===== config.mk =====
export PLATFORM = sky130hd
export DESIGN_NAME = layer_mixer
export DESIGN_NICKNAME = d
export VERILOG_FILES = /design/src/rtl/pong_pkg.sv /design/src/rtl/layer_prio_sel.sv /design/src/rtl/layer_mixer.sv
export SDC_FILE = /design/constraint.sdc
export NUM_CORES = 1
export LEC_CHECK = 0
export CORE_UTILIZATION = 38
export CTS_CLUSTER_DIAMETER = 200
export DETAILED_ROUTE_END_ITERATION = 7
export GPL_TIMING_DRIVEN = 1
export HOLD_SLACK_MARGIN = 0.15
export PLACE_DENSITY_LB_ADDON = 0.08
export SLEW_MARGIN = 0
export SYNTH_ARGS = -nofsm -noshare
export SYNTH_HDL_FRONTEND = slang
export SYNTH_SLANG_ARGS = --single-unit
export TNS_END_PERCENT = 1

===== constraint.sdc =====
create_clock -name clk -period 3.1 [get_ports clk]
set_clock_uncertainty 0.15 [all_clocks]
set_input_delay 0.93 -clock clk [delete_from_list [all_inputs] [get_ports clk]]
set_output_delay 0.93 -clock clk [all_outputs]
set_load 0.005 [all_outputs]

===== src/rtl/pong_pkg.sv =====
// Shared constants and types for the sprite layer mixer.
package pong_pkg;

  localparam int unsigned MODE_OR     = 0;
  localparam int unsigned MODE_PRIO   = 1;
  localparam int unsigned FRAME_CNT_W = 16;

  typedef enum logic {
    StIdle,
    StAccum
  } mix_state_e;

endpackage


===== src/rtl/layer_prio_sel.sv =====
// Lowest-index-wins colour select across sprite layers.
module layer_prio_sel #(
  parameter int unsigned NUM_LAYERS = 4,
  parameter int unsigned COLOR_W    = 8
) (
  input  logic [NUM_LAYERS-1:0]         active_i,
  input  logic [NUM_LAYERS*COLOR_W-1:0] r_i,
  input  logic [NUM_LAYERS*COLOR_W-1:0] g_i,
  input  logic [NUM_LAYERS*COLOR_W-1:0] b_i,
  output logic [COLOR_W-1:0]            r_o,
  output logic [COLOR_W-1:0]            g_o,
  output logic [COLOR_W-1:0]            b_o
);

  logic [NUM_LAYERS-1:0] grant;

  // Scan from the top so the lowest active index is the last one kept.
  always_comb begin
    grant = '0;
    for (int i = NUM_LAYERS - 1; i >= 0; i--) begin
      if (active_i[i]) begin
        grant    = '0;
        grant[i] = 1'b1;
      end
    end
  end

  always_comb begin
    r_o = '0;
    g_o = '0;
    b_o = '0;
    for (int i = 0; i < NUM_LAYERS; i++) begin
      if (grant[i]) begin
        r_o = r_o | r_i[i*COLOR_W +: COLOR_W];
        g_o = g_o | g_i[i*COLOR_W +: COLOR_W];
        b_o = b_o | b_i[i*COLOR_W +: COLOR_W];
      end
    end
  end

endmodule


===== src/rtl/layer_mixer.sv =====
// Sprite layer mixer: registered per-pixel colour blend plus per-frame collision reporting.
module layer_mixer
  import pong_pkg::*;
#(
  parameter int unsigned NUM_LAYERS = 4,
  parameter int unsigned COLOR_W    = 8,
  parameter int unsigned MODE       = MODE_OR
) (
  input  logic                          clk,
  input  logic                          rst,
  input  logic                          vsync,
  input  logic [NUM_LAYERS-1:0]         layer_hit,
  input  logic [NUM_LAYERS*COLOR_W-1:0] layer_r,
  input  logic [NUM_LAYERS*COLOR_W-1:0] layer_g,
  input  logic [NUM_LAYERS*COLOR_W-1:0] layer_b,
  input  logic [NUM_LAYERS-1:0]         layer_en,
  input  logic [NUM_LAYERS-1:0]         coll_mask,
  input  logic                          irq_ack,
  output logic [COLOR_W-1:0]            out_r,
  output logic [COLOR_W-1:0]            out_g,
  output logic [COLOR_W-1:0]            out_b,
  output logic [NUM_LAYERS-1:0]         coll_flags,
  output logic                          frame_tick,
  output logic                          coll_irq,
  output logic [FRAME_CNT_W-1:0]        frame_cnt
);

  mix_state_e state_q, state_d;

  logic                   vsync_q;
  logic [NUM_LAYERS-1:0]  acc_q, acc_d;
  logic [NUM_LAYERS-1:0]  flags_q, flags_d;
  logic                   tick_q, tick_d;
  logic                   irq_q, irq_d;
  logic [FRAME_CNT_W-1:0] frame_cnt_q, frame_cnt_d;
  logic [COLOR_W-1:0]     out_r_q, out_g_q, out_b_q;

  logic [NUM_LAYERS-1:0]  active, coll, contrib, closing;
  logic [COLOR_W-1:0]     mix_r, mix_g, mix_b;
  logic                   multi, vsync_fall, boundary;

  assign active     = layer_hit & layer_en;
  assign coll       = layer_hit & coll_mask;
  // Clearing the lowest set bit leaves something only when two or more bits are set.
  assign multi      = |(coll & (coll - NUM_LAYERS'(1)));
  assign contrib    = multi ? coll : '0;
  assign closing    = acc_q | contrib;
  assign vsync_fall = vsync_q & ~vsync;

  if (MODE == MODE_PRIO) begin : g_prio
    layer_prio_sel #(
      .NUM_LAYERS(NUM_LAYERS),
      .COLOR_W   (COLOR_W)
    ) u_prio_sel (
      .active_i(active),
      .r_i     (layer_r),
      .g_i     (layer_g),
      .b_i     (layer_b),
      .r_o     (mix_r),
      .g_o     (mix_g),
      .b_o     (mix_b)
    );
  end else begin : g_or
    always_comb begin
      mix_r = '0;
      mix_g = '0;
      mix_b = '0;
      for (int i = 0; i < NUM_LAYERS; i++) begin
        if (active[i]) begin
          mix_r = mix_r | layer_r[i*COLOR_W +: COLOR_W];
          mix_g = mix_g | layer_g[i*COLOR_W +: COLOR_W];
          mix_b = mix_b | layer_b[i*COLOR_W +: COLOR_W];
        end
      end
    end
  end

  always_comb begin
    state_d  = state_q;
    boundary = 1'b0;
    unique case (state_q)
      StIdle:  if (vsync) state_d = StAccum;
      StAccum: boundary = vsync_fall;
      default: state_d = StIdle;
    endcase
  end

  // The boundary cycle's own overlap belongs to the frame being closed.
  always_comb begin
    acc_d       = acc_q;
    flags_d     = flags_q;
    tick_d      = 1'b0;
    frame_cnt_d = frame_cnt_q;
    irq_d       = irq_q & ~irq_ack;
    if (boundary) begin
      flags_d     = closing;
      acc_d       = '0;
      tick_d      = 1'b1;
      frame_cnt_d = frame_cnt_q + FRAME_CNT_W'(1);
      if (|closing) irq_d = 1'b1;
    end else if (state_q == StAccum) begin
      acc_d = closing;
    end
  end

  always_ff @(posedge clk or negedge rst) begin
    if (!rst) begin
      state_q     <= StIdle;
      vsync_q     <= 1'b1;
      acc_q       <= '0;
      flags_q     <= '0;
      tick_q      <= 1'b0;
      irq_q       <= 1'b0;
      frame_cnt_q <= '0;
      out_r_q     <= '0;
      out_g_q     <= '0;
      out_b_q     <= '0;
    end else begin
      state_q     <= state_d;
      vsync_q     <= vsync;
      acc_q       <= acc_d;
      flags_q     <= flags_d;
      tick_q      <= tick_d;
      irq_q       <= irq_d;
      frame_cnt_q <= frame_cnt_d;
      out_r_q     <= mix_r;
      out_g_q     <= mix_g;
      out_b_q     <= mix_b;
    end
  end

  assign out_r      = out_r_q;
  assign out_g      = out_g_q;
  assign out_b      = out_b_q;
  assign coll_flags = flags_q;
  assign frame_tick = tick_q;
  assign coll_irq   = irq_q;
  assign frame_cnt  = frame_cnt_q;

endmodule


======== After elaboration in Yosys (flattened, before gate mapping) ========
Cells that the tools add are included.
storage, ports and cells
  register bits ........................... 52
  input port bits ......................... 112
  output and inout port bits .............. 46
  word-level logic and storage cells ...... 53
cells by class
  add/subtract/negate cells ............... 2
  multiplexer cells ....................... 21
  bitwise logic cells ..................... 17
  reductions and logical operators ........ 3
operator list
  operator                 number
  $mux W8                  12
  $or A8 B8 Y8             9
  $add A16 B1 Y16 const B  1
  $and A4 B4 Y4            3
  $mux W4                  3
  $reduce_or A4 Y1         2
  $mux W1                  6
  $or A4 B4 Y4             1
  $sub A4 B1 Y4 const B    1
  $and A1 B1 Y1            2
  $not A1 Y1               2
  $reduce_bool A2 Y1       1

======== Depth between registers and ports, before layout ========
  depth in word-level cells ............... 9
  gate-level depth with buffers ........... 5
  depth with buffers taken out ............ 5

======== Worst setup path before layout ========
Ideal clock, no wire load.
  kind .................................... input-to-reg
  start point ............................. input vsync
  end point ............................... register frame_cnt_q[13], in the netlist frame_cnt[13]
  library setup time ...................... 0.124 ns
  data arrival time ....................... 1.701 ns
  required time ........................... 2.826 ns
  setup slack ............................. 1.125 ns
  cell stages on the path ................. 4
  buffers on the path ..................... 0
  cells stage by stage .................... nand3b_2 > nor3_2 > nand4_1 > xnor2_1
on the way
  longest elaborated chain between the ends .. 3
ends and longest elaborated chain
  item                  line                source
  start, declared       layer_mixer.sv:11   input logic vsync,
  $not A1 Y1            layer_mixer.sv:48   assign vsync_fall = vsync_q & ~vsync;
  $and A1 B1 Y1         layer_mixer.sv:48
  $mux W1               layer_mixer.sv:81   unique case (state_q)
  end signal, assigned  layer_mixer.sv:125  frame_cnt_q <= frame_cnt_d;
  end, declared         layer_mixer.sv:35   logic [FRAME_CNT_W-1:0] frame_cnt_q, frame_cnt_d;
Every way passes these cells.
A chain may end at the register's enable or synchronous reset.

======== Worst setup path in the final report ========
  start point ............................. input layer_hit[1]
  end point ............................... register out_b_q[6], in the netlist out_b[6]
on the way
  longest elaborated chain between the ends .. 6
ends and longest elaborated chain
  item                  line                source
  start, declared       layer_mixer.sv:12   input logic [NUM_LAYERS-1:0] layer_hit,
  $and A4 B4 Y4 *       layer_mixer.sv:42   assign active = layer_hit & layer_en;
  $mux W8 *             layer_mixer.sv:69   if (active[i]) begin
  $or A8 B8 Y8          layer_mixer.sv:72   mix_b = mix_b | layer_b[i*COLOR_W +: COLOR_W];
  $mux W8 *             layer_mixer.sv:69
  $or A8 B8 Y8          layer_mixer.sv:72
  $mux W8 *             layer_mixer.sv:69
  named net mix_b[6]    layer_mixer.sv:39   logic [COLOR_W-1:0] mix_r, mix_g, mix_b;
  end signal, assigned  layer_mixer.sv:128  out_b_q <= mix_b;
  end, declared         layer_mixer.sv:36   logic [COLOR_W-1:0] out_r_q, out_g_q, out_b_q;
Mark *: on every way through the listed nets, which the timed path passes. The rest lies on a longest branch.

==> run_results.csv <==
group,metric,value,unit
worst_setup_path,start_kind,"primary input",
sta,layout_setup_ws,0.550,ns
layout,syn2layout_area_growth,75.3,%
route,wire_per_inst,16.4,microns
sta,setup_violations,0,
pwr,switching_power,0.000452,W
clocking,clockRootBuffer,"clkbuf_8",
pwr,p_leak,1.75,nW
logic_synthesis,synth_flop_cell,"dfrtp_1",
route,drt_iter0_markers,72,
sta,rsz0062_at_grt,"false",
pwr,seqPwrFrac,44.7,%
logic_synthesis,mappedNetlistArea,2350,sq um
logic_synthesis,synth_seq_cells,52,
route,firstDrtPassIters,4,
layout,nets,484,
clocking,clockBufferDepth,2,
placed_design,dp_slack,0.270,ns
clocking,post_cts_buffers,0,
worst_setup_path,worstPathCellList,"clkdlybuf4s50_1 -> and2_1 -> a22oi_1 -> nand2_1",
pwr,powerDensity,451,nW/um^2
layout,drive_gt1_share,6.45,%
worst_setup_path,slowest_stage,"and2_1",
route,route.detailed.drc,0,
worst_setup_path,worstPathArrival,2.64,ns
logic_synthesis,synthTopCellsByArea,"dfrtp_1 54%, a22oi_1 15%, nand2_1 5.9%",
route,drtAntennaViolNets,0,
run_status,status,"complete, no violations",
logic_synthesis,synth_sequential_area_ratio,55.4,%
route,drt_wl_total,7330,microns
worst_setup_path,crit_buf_inv,1,
sta,drv_slew,0,
sta,timing.hold.ws,0.344,ns
logic_synthesis,synth_top_area_cell,"dfrtp_1",
logic_synthesis,synth_top_cells_by_count,"51 x dfrtp_1, 48 x a22oi_1, 37 x nand2_1",
pwr,vdd.ir_drop.worst,0.000288,V
floorplan,die_w,80.7,microns
sta,maxSlewHeadroom,35.3,%
logic_synthesis,yosysWarningCount,0,
pwr,p_int,0.00141,W
worst_setup_path,critical_path.top_delay_family,"simple AND/OR/NAND/NOR gates",
floorplan,ios,158,
clocking,cts_hold_buffers,0,
worst_setup_path,slowest_delay,0.80,ns
floorplan,die_h,80.7,microns
sta,fmax,392,MHz
placed_design,io_buffers,157,
pwr,combPwrFrac,26.0,%
sta,fin_setup_tns,0,ns
clocking,tritoncts,"done",
worst_setup_path,end_kind,"register",
clocking,clk_latency,0.30,ns
floorplan,rows,28,
logic_synthesis,ys_types,28,
worst_setup_path,cp_data_required_time,3.19,ns
sta,fin_crit,2.55,ns
global_routing,track_usage,22.9,%
logic_synthesis,synthCells,218,
pwr,sw_frac_of_total,24.3,%
sta,fin_crit_sh,82.3,%
floorplan,die_area,6510,sq um
clocking,cts_resized,0,
clocking,htreeDepth,2,
logic_synthesis,yosysMostFrequentCell,"dfrtp_1",
layout,n_antenna_cell,0,
worst_hold_path,hp-class,"reg2reg",
clocking,cts_buffers,5,
worst_setup_path,worstSetupPathType,"in2reg",
global_routing,antenna_found_initial,0,
sta,hold_viol,0,
route,num_vias,2328,
floorplan,core,5960,sq um
sta,worst_slew_pin_slew,0.971,ns
logic_synthesis,synth_edf_count,0,
global_routing,overflow,0,
worst_setup_path,cp_max_fo,24,
global_routing,grt_pass1_wl,11100,microns
pwr,clockPowerShare,29.3,%
global_routing,grt_max_degree,28,
placed_design,gp_congestion,0.773,
logic_synthesis,synth_nets,331,
floorplan,initial_utilization,39.5,%
worst_setup_path,rrSetupSlack,1.51,ns
clocking,cts_sinks,52,
logic_synthesis,synth_top_area_share,54.3,%
clocking,clkTransAtPathRegs,0.09,ns
logic_synthesis,avgSynthCellArea,10.8,sq um
job,maxCapViolCount,0,
global_routing,grt_pass1_vias,2380,
route,vias_per_cell,5.21,
logic_synthesis,async_flop_share,100,%
placed_design,hpwl,5720,microns
[worst reg2reg max path, stage by stage (launching register included)]
cell and delay (ns):
dfrtp_1 0.42, ha_1 0.17, and4b_4 0.28, nand4_4 0.14, nor3_2 0.20, xor2_1 0.16
[flip-flops by register name, summed over array words and instances, names as in the netlist, 4 cells and up]
| name | count |
|---|---|
| out_b | 8 |
| out_r | 8 |
| out_g | 8 |
| coll_flags | 4 |
| frame_cnt | 16 |
| acc_q | 4 |
[area by class of cell]
class / instances / area [sq um]
Tap cell: 75 / 93.8
Inverter: 3 / 11.3
Multi-Input combinational cell: 150 / 981
Sequential cell: 52 / 1300
Fill cell: 475 / 1840
Clock inverter: 3 / 68.8
Clock buffer: 5 / 68.8
Timing Repair Buffer: 159 / 1590
[cell families after synthesis]
kind of cell / share of synthesized area (%)
compound gates: 21.0
xor+xnor: 5.59
fa+ha+maj: 0.532
buf+inv: 2.87
flops: 55.4
simple gates: 14.6
[cells in the final DEF (no fill, tap or decap), types with 3 or more instances in the layout]
| cell type | synthesis | final |
|---|---|---|
| clkdlybuf4s50_1 | 0 | 156 |
| nand3_1 | 4 | 4 |
| clkbuf_8 | 0 | 5 |
| dfrtp_1 | 51 | 51 |
| nor3_2 | 3 | 3 |
| o21ai_0 | 9 | 9 |
| nand2_1 | 37 | 37 |
| nand4_1 | 3 | 3 |
| and2_1 | 6 | 6 |
| xor2_1 | 6 | 6 |
| inv_1 | 3 | 3 |
| xnor2_1 | 9 | 9 |
| a21oi_1 | 4 | 4 |
| nor2_1 | 5 | 5 |
| a22oi_1 | 48 | 48 |
[metal layers]
layer  vias up  share of wire, %  GRT usage (%)
li1       1098                 -              -
met4         0               1.8           7.32
met1      1130                38           25.0
met5         -                 0              0
met2        89                53           41.6
met3        11               7.4           7.16
[path summary, 6_finish.rpt]
kind | from | end | cells after the start
setup / recovery | layer_hit[1] | out_b[6]$_DFF_PN0_ | 4
min in group asynchronous | rst | coll_irq$_DFF_PN0_ | 1
setup reg to reg | frame_cnt[0]$_DFFE_PN0P_ | frame_cnt[12]$_DFFE_PN0P_ | 5
hold / removal | coll_flags[1]$_DFFE_PN0P_ | coll_flags[1]$_DFFE_PN0P_ | 2
hold reg to reg | coll_flags[1]$_DFFE_PN0P_ | coll_flags[1]$_DFFE_PN0P_ | 2
max in group asynchronous | rst | out_r[2]$_DFF_PN0_ | 2
[stage by stage]
stage / cells / power (W) / util [%] / area [sq um]
floorplan: 218 / 0.000972 / - / 2350
global placement: 439 / 0.00132 / 66.9 / 3980
detailed placement: 439 / 0.00133 / 66.9 / 3980
CTS: 447 / 0.00188 / 69.2 / 4120
global route: 447 / 0.00195 / 69.2 / 4120
finish: 447 / 0.00186 / 69.2 / 4120
[power groups by stage]
stage / logic (W) / registers [W] / clock network (W)
2_1_floorplan: 0.000132 / 0.000840 / 0
3_3_place_gp: 0.000477 / 0.000839 / 0
3_5_place_dp: 0.000485 / 0.000844 / 0
4_1_cts: 0.000487 / 0.000830 / 0.000560
5_1_grt: 0.000523 / 0.000844 / 0.000583
6_report: 0.000483 / 0.000829 / 0.000544
Power figures use the tool's default switching activity.
